===== config.mk =====
export PLATFORM = sky130hd
export DESIGN_NAME = uart_rx_ctrl_flat
export DESIGN_NICKNAME = d
export VERILOG_FILES = /design/src/rtl/uart_pkg.sv /design/src/rtl/uart_rx_ctrl_if.sv /design/src/rtl/uart_rx_sync.sv /design/src/rtl/uart_rx_ctrl.sv /design/src/flat_wrapper.sv
export SDC_FILE = /design/constraint.sdc
export NUM_CORES = 1
export LEC_CHECK = 0
export CAP_MARGIN = 40
export CORE_ASPECT_RATIO = 0.5
export CORE_MARGIN = 5
export CORE_UTILIZATION = 49
export DETAILED_ROUTE_END_ITERATION = 12
export PLACE_DENSITY = 0.74
export SYNTH_ARGS = -nofsm -noshare
export SYNTH_HDL_FRONTEND = slang
export SYNTH_SLANG_ARGS = --single-unit

===== constraint.sdc =====
create_clock -name clock -period 1.58 [get_ports clock]
set_input_delay 0.237 -clock clock [delete_from_list [all_inputs] [get_ports clock]]
set_output_delay 0.237 -clock clock [all_outputs]
set_load 0.1 [all_outputs]

===== src/rtl/uart_pkg.sv =====
//------------------------------------------------------------------------------
// Module   : uart_pkg
// Brief    : Shared types and constants for the UART receive path.
//            UART_RX_PARITY_EN adds the PARITY state to the enum.
// Revision : 1.0 - initial release
//------------------------------------------------------------------------------
`default_nettype none

package uart_pkg;

    localparam int UART_DATA_BITS    = 8;
    localparam int UART_CLKS_PER_BIT = 16;

    typedef enum logic [2:0] {
        ST_IDLE   = 3'd0,
        ST_START  = 3'd1,
        ST_DATA   = 3'd2,
`ifdef UART_RX_PARITY_EN
        ST_PARITY = 3'd3,
`endif
        ST_STOP   = 3'd4
    } uart_rx_state_t;

endpackage

`default_nettype wire


===== src/rtl/uart_rx_ctrl_if.sv =====
//------------------------------------------------------------------------------
// Module   : uart_rx_ctrl_if
// Brief    : Receive byte handshake and error strobes of the UART receiver.
//            UART_RX_PARITY_EN adds the parity_err strobe.
// Revision : 1.0 - initial release
//------------------------------------------------------------------------------
`default_nettype none

interface uart_rx_ctrl_if;
    import uart_pkg::*;

    logic [UART_DATA_BITS-1:0] rx_data;
    logic                      rx_valid;
    logic                      rx_ready;
    logic                      frame_err;
    logic                      overrun_err;
`ifdef UART_RX_PARITY_EN
    logic                      parity_err;

    modport master (
        output rx_data, rx_valid, frame_err, overrun_err, parity_err,
        input  rx_ready
    );

    modport slave (
        input  rx_data, rx_valid, frame_err, overrun_err, parity_err,
        output rx_ready
    );
`else
    modport master (
        output rx_data, rx_valid, frame_err, overrun_err,
        input  rx_ready
    );

    modport slave (
        input  rx_data, rx_valid, frame_err, overrun_err,
        output rx_ready
    );
`endif

endinterface

`default_nettype wire


===== src/rtl/uart_rx_sync.sv =====
//------------------------------------------------------------------------------
// Module   : uart_rx_sync
// Brief    : Two-flop synchronizer for the serial line; resets to idle (1).
// Revision : 1.0 - initial release
//------------------------------------------------------------------------------
`default_nettype none

module uart_rx_sync (
    input  logic clock,
    input  logic reset_n,
    input  logic i_rx,
    output logic o_rx_sync
);

    logic [1:0] r_sync;

    always_ff @(posedge clock or negedge reset_n) begin
        if (!reset_n) begin
            r_sync <= 2'b11;
        end else begin
            r_sync <= {r_sync[0], i_rx};
        end
    end

    assign o_rx_sync = r_sync[1];

endmodule

`default_nettype wire


===== src/rtl/uart_rx_ctrl.sv =====
//------------------------------------------------------------------------------
// Module   : uart_rx_ctrl
// Brief    : UART receiver (8N1, or 8E1 with UART_RX_PARITY_EN) with a
//            valid/ready byte output and frame/overrun error strobes.
// Revision : 1.0 - initial release
//------------------------------------------------------------------------------
`default_nettype none

module uart_rx_ctrl
    import uart_pkg::*;
#(
    parameter int CLKS_PER_BIT = UART_CLKS_PER_BIT
) (
    input  logic           clock,
    input  logic           reset_n,
    input  logic           rx,
    output logic           busy,
    uart_rx_ctrl_if.master rx_bus
);

    localparam int                 c_TMR_W    = $clog2(CLKS_PER_BIT);
    localparam logic [c_TMR_W-1:0] c_TMR_FULL = c_TMR_W'(CLKS_PER_BIT - 1);
    localparam logic [c_TMR_W-1:0] c_TMR_HALF = c_TMR_W'(CLKS_PER_BIT / 2 - 1);

    logic                      w_rx_s;
    logic                      r_rx_prev;
    uart_rx_state_t            r_state,   w_state_nxt;
    logic [c_TMR_W-1:0]        r_tmr,     w_tmr_nxt;
    logic [2:0]                r_bit_idx, w_bit_idx_nxt;
    logic [UART_DATA_BITS-1:0] r_shift,   w_shift_nxt;
    logic                      w_tmr_full;
    logic                      w_deliver;
    logic                      w_frame_bad;
    logic [UART_DATA_BITS-1:0] r_rx_data;
    logic                      r_rx_valid;
    logic                      r_frame_err;
    logic                      r_overrun_err;
`ifdef UART_RX_PARITY_EN
    logic                      r_par_bad, w_par_bad_nxt;
    logic                      w_par_err;
    logic                      r_parity_err;
`endif

    uart_rx_sync u_sync (
        .clock     (clock),
        .reset_n   (reset_n),
        .i_rx      (rx),
        .o_rx_sync (w_rx_s)
    );

    assign w_tmr_full = (r_tmr == c_TMR_FULL);

    always_ff @(posedge clock or negedge reset_n) begin
        if (!reset_n) begin
            r_state   <= ST_IDLE;
            r_tmr     <= '0;
            r_bit_idx <= '0;
            r_shift   <= '0;
            r_rx_prev <= 1'b1;
`ifdef UART_RX_PARITY_EN
            r_par_bad <= 1'b0;
`endif
        end else begin
            r_state   <= w_state_nxt;
            r_tmr     <= w_tmr_nxt;
            r_bit_idx <= w_bit_idx_nxt;
            r_shift   <= w_shift_nxt;
            r_rx_prev <= w_rx_s;
`ifdef UART_RX_PARITY_EN
            r_par_bad <= w_par_bad_nxt;
`endif
        end
    end

    always_comb begin
        w_state_nxt   = r_state;
        w_tmr_nxt     = r_tmr;
        w_bit_idx_nxt = r_bit_idx;
        w_shift_nxt   = r_shift;
        w_deliver     = 1'b0;
        w_frame_bad   = 1'b0;
`ifdef UART_RX_PARITY_EN
        w_par_bad_nxt = r_par_bad;
        w_par_err     = 1'b0;
`endif
        unique case (r_state)
            ST_IDLE: begin
                w_tmr_nxt     = '0;
                w_bit_idx_nxt = '0;
                if (r_rx_prev && !w_rx_s) begin
                    w_state_nxt = ST_START;
`ifdef UART_RX_PARITY_EN
                    w_par_bad_nxt = 1'b0;
`endif
                end
            end
            ST_START: begin
                // Mid-start-bit check: a line already back high was a glitch.
                if (r_tmr == c_TMR_HALF) begin
                    w_tmr_nxt   = '0;
                    w_state_nxt = w_rx_s ? ST_IDLE : ST_DATA;
                end else begin
                    w_tmr_nxt = r_tmr + 1'b1;
                end
            end
            ST_DATA: begin
                if (w_tmr_full) begin
                    w_tmr_nxt     = '0;
                    w_shift_nxt   = {w_rx_s, r_shift[UART_DATA_BITS-1:1]};
                    w_bit_idx_nxt = r_bit_idx + 3'd1;
                    if (r_bit_idx == 3'd7) begin
`ifdef UART_RX_PARITY_EN
                        w_state_nxt = ST_PARITY;
`else
                        w_state_nxt = ST_STOP;
`endif
                    end
                end else begin
                    w_tmr_nxt = r_tmr + 1'b1;
                end
            end
`ifdef UART_RX_PARITY_EN
            ST_PARITY: begin
                if (w_tmr_full) begin
                    w_tmr_nxt   = '0;
                    w_state_nxt = ST_STOP;
                    if ((^r_shift) != w_rx_s) begin
                        w_par_bad_nxt = 1'b1;
                        w_par_err     = 1'b1;
                    end
                end else begin
                    w_tmr_nxt = r_tmr + 1'b1;
                end
            end
`endif
            ST_STOP: begin
                if (w_tmr_full) begin
                    w_tmr_nxt   = '0;
                    w_state_nxt = ST_IDLE;
                    if (w_rx_s) begin
`ifdef UART_RX_PARITY_EN
                        w_deliver = !r_par_bad;
`else
                        w_deliver = 1'b1;
`endif
                    end else begin
                        w_frame_bad = 1'b1;
                    end
                end else begin
                    w_tmr_nxt = r_tmr + 1'b1;
                end
            end
            default: begin
                w_state_nxt = ST_IDLE;
            end
        endcase
    end

    always_ff @(posedge clock or negedge reset_n) begin
        if (!reset_n) begin
            r_rx_data     <= '0;
            r_rx_valid    <= 1'b0;
            r_frame_err   <= 1'b0;
            r_overrun_err <= 1'b0;
`ifdef UART_RX_PARITY_EN
            r_parity_err  <= 1'b0;
`endif
        end else begin
            r_frame_err   <= w_frame_bad;
            r_overrun_err <= 1'b0;
`ifdef UART_RX_PARITY_EN
            r_parity_err  <= w_par_err;
`endif
            // A pending byte that is not being taken this cycle wins over the new one.
            if (w_deliver) begin
                if (r_rx_valid && !rx_bus.rx_ready) begin
                    r_overrun_err <= 1'b1;
                end else begin
                    r_rx_data  <= r_shift;
                    r_rx_valid <= 1'b1;
                end
            end else if (r_rx_valid && rx_bus.rx_ready) begin
                r_rx_valid <= 1'b0;
            end
        end
    end

    assign busy               = (r_state != ST_IDLE);
    assign rx_bus.rx_data     = r_rx_data;
    assign rx_bus.rx_valid    = r_rx_valid;
    assign rx_bus.frame_err   = r_frame_err;
    assign rx_bus.overrun_err = r_overrun_err;
`ifdef UART_RX_PARITY_EN
    assign rx_bus.parity_err  = r_parity_err;
`endif

endmodule

`default_nettype wire


===== src/flat_wrapper.sv =====
// flat-port wrapper written by rule: the top's interface ports become plain ports
module uart_rx_ctrl_flat import uart_pkg::*;
#(
    parameter int CLKS_PER_BIT = UART_CLKS_PER_BIT
)
  (clock, reset_n, rx, busy, rx_bus_rx_data, rx_bus_rx_valid, rx_bus_frame_err, rx_bus_overrun_err, rx_bus_rx_ready);
  uart_rx_ctrl_if rx_bus_i ();
  input  logic clock;
  input  logic reset_n;
  input  logic rx;
  output logic busy;
  output wire logic [$bits(rx_bus_i.rx_data)-1:0] rx_bus_rx_data;
  output wire logic [$bits(rx_bus_i.rx_valid)-1:0] rx_bus_rx_valid;
  output wire logic [$bits(rx_bus_i.frame_err)-1:0] rx_bus_frame_err;
  output wire logic [$bits(rx_bus_i.overrun_err)-1:0] rx_bus_overrun_err;
  input wire logic [$bits(rx_bus_i.rx_ready)-1:0] rx_bus_rx_ready;
  assign rx_bus_rx_data = rx_bus_i.rx_data;
  assign rx_bus_rx_valid = rx_bus_i.rx_valid;
  assign rx_bus_frame_err = rx_bus_i.frame_err;
  assign rx_bus_overrun_err = rx_bus_i.overrun_err;
  assign rx_bus_i.rx_ready = rx_bus_rx_ready;
  uart_rx_ctrl #(.CLKS_PER_BIT(CLKS_PER_BIT)) u_core (.clock(clock), .reset_n(reset_n), .rx(rx), .busy(busy), .rx_bus(rx_bus_i));
endmodule

==> summary.md <==
| Metric | Value |
|---|---|
| Slew Viols, Final | 0 |
| Worst Setup End Kind | output port |
| Initial core utilization | 49.96% |
| Clock network fraction of design power | 30.6% |
| Max_slew headroom | 72.61% |
| WS Path Type | reg -> out |
| WL final | 3062 um |
| R2R cell count | 5 |
| Period Utilization, post-route | 103.4% |
| Die span in x | 87.47 um |
| Initial antenna violation count | 0 |
| Async SR Flop Fraction | 100.0% |
| Worst Path Arrival | 1.40 ns |
| Port Buffers | 15 |
| FF-to-FF setup slack | 0 ns |
| Core Box Area | 2943 um^2 |
| DR WL/cell | 15.62 um |
| Post-route ant nets | 0 |
| Failing checks | setup timing |
| Gate power share | 31.0% |
| Type of the most critical hold path | in -> async |
| Pin count of the biggest net entering global routing | 33 |
| Vias in the first global route | 1050 |
| PwrDens | 1210 nW/um^2 |
| Worst hold-check slack | 0.3550 ns |
| Power Internal | 1.743 mW |
| Drt first pass iters | 4 |
| Row count | 14 |
| Status | complete, but fails checks |
| Num CTS Buffers | 5 |
| N_diodes | 0 |
| First DRT Iteration DRCs | 44 |
| Max Freq | 612.2 MHz |
| CP Launch Point | u_core.r_state[1] |
| CTS max path bufs | 2 |
| Final setup viols | 1 |
| Overall routing resource usage | 15.85% |
| Setup TNS | -0.05355 ns |
| Commonest non-fill, non-tap cell in the layout | dfrtp_1 |
| DRC | 0 |
| Max rail drop VDD | 644.6 uV |
| Worst-margin pin slew | 0.4109 ns |
| Root buffer cell | clkbuf_8 |
| WP data required | 1.34 ns |
| Yosys warning count | 0 |
| CP startpoint kind | flip-flop |
| Register bit total from synthesis | 32 |
| EDFF count, synth | 0 |
| Final GP Congestion | 0.8022 |
| Worst-Skew Late Latency | 0.29 ns |
| Nets@finish | 162 |
| R2r endpoint | u_core.rx_bus.rx_data[6] |
| Psw | 0.7541 mW |
| Detailed-route via count | 1039 |
| Mapped cell area | 1470 um^2 |
| Die area | 4262 um^2 |
| First-pass GRT wire length | 5099 um |
| CP endpoint | busy |
| Grt total ovfl | 0 |
| Flop pwr share | 38.3% |
| Final HPWL DP | 1957 um |
| Netlist cell types | 34 |
| PnR worst setup slack | -0.05355 ns |
| Clk_skew | 0.008001 ns |
| Syn_nets | 124 |
| CTS tree | done |
| # IOs | 16 |
| Tmin final | 1.634 ns |
| Sw frac | 30.20% |
| Area growth, synth to finish | 40.34% |
| Syn Area/Cell | 12.57 um^2 |
| Worst r2r src | u_core.r_state[1] |
| CTS Sinks | 32 |
| Sequential fraction of the synthesis area | 54.72% |
| Setup repair after global routing missed its margin | true |
| Syn Inst Count | 117 |
| Main flop type after synthesis | dfrtp_1 |
| Die H | 48.73 um |
| Clock Pin Slew Worst Setup and Hold Paths | 0.07 ns |
| Fraction of layout cells with a size suffix above 1 | 47.44% |
| Crit Path Max Fanout | 2 |
| Lkg Pwr | 1.026 nW |
| H-tree depth | 2 |
| Final hold viol count | 0 |
| Maximum Capacitance Violations | 0 |
| Commonest non-fill, non-tap cells in the layout | dfrtp_1 (27), buf_4 (19), buf_12 (12), mux2_2 (8), mux2_4 (8) |
| DR vias/cell | 5.301 |
-- metal layers --
metal  GRT usage, %  wire length (um)
met5              0                 0
met3          4.576               158
met1          18.38              1280
met4          10.71               112
met2          25.25              1510
-- how the worst min path moves through the flow --
stage / to / cells after the start / slack (ns)
final: u_core.rx_bus.overrun_err / 2 / 0.36
after global routing: u_core.u_sync.r_sync[0] / 1 / 0.36
after CTS: u_core.u_sync.r_sync[0] / 1 / 0.35
after detailed placement: u_core.u_sync.r_sync[1] / 0 / 0.35
after global placement: u_core.u_sync.r_sync[1] / 0 / 0.35
after floorplan: u_core.r_bit_idx[0] / 0 / -0.06
-- cells in the mapped netlist, drive strengths merged (4+ instances only) --
master | n | area share (%)
a21oi | 5 | 1.7
a22o | 4 | 2.4
buf | 5 | 2.1
dfrtp | 29 | 49
mux2 | 16 | 14
nand2 | 6 | 1.5
nor2 | 8 | 2.0
nor2b | 4 | 1.7
o21ai | 4 | 1.4
-- sequential cells by signal, summed over array words and instances (netlist names) --
signal,flops
u_core.r_bit_idx,3
u_core.r_rx_prev,1
u_core.r_shift,8
u_core.r_state,3
u_core.r_tmr,4
u_core.rx_bus.frame_err,1
u_core.rx_bus.overrun_err,1
u_core.rx_bus.rx_data,8
u_core.rx_bus.rx_valid,1
u_core.u_sync.r_sync,2
-- worst max-delay path, stage by stage (launching register included) --
cell     delay [ns]
dfrtp_1        0.40
buf_6          0.12
or3_4          0.40
buf_12         0.18
-- repair_timing --
item,4_1_cts,5_1_grt
setup endpoints to repair,1,15
endpoints found under the hold margin,0,0
gates resized for setup,3,8
hold buffers,0,0
buffers inserted,3,7
pin swaps,1,1
-- logic make-up (layout without fill, tap and decap cells) --
family          Yosys count  count (layout)  synth area share [%]
compound gates           23              23                 10.47
xor+xnor                  1               1                0.5959
fa+ha+maj                 4               4                 3.234
buf+inv                   6              45                 2.383
flops                    32              32                 54.72
mux                      16              16                 14.30
simple gates             35              35                 14.30
-- cell type report --
type,count,area (um^2)
tap,40,50.05
multi-input combinational,79,659.4
clock inverter,2,35.03
timing repair buffer,36,435.4
inverter,1,3.754
clock buffer,6,72.57
fill,187,879.6
sequential,32,807.0
-- per-stage QoR --
stage                     setup slack, ns  std cells  cell area [um^2]  total power, mW  utilization [%]
after floorplan                  0.009692        117              1479            1.367                -
after global placement            0.05232        178              1851            1.580            62.88
after detailed placement          0.02854        178              1851            1.596            62.88
after CTS                        -0.04317        189              1986            2.375            67.47
after global routing             -0.09185        196              2063            2.636            70.11
final                            -0.05355        196              2063            2.497            70.11
-- power groups by stage --
stage	sequential (mW)	clock (mW)	combinational, mW
finish	0.957	0.765	0.774
global route	0.962	0.825	0.849
CTS	0.973	0.781	0.621
detailed placement	0.987	0	0.609
global placement	0.983	0	0.597
floorplan	0.967	0	0.400
Power figures use the tool's default switching activity.
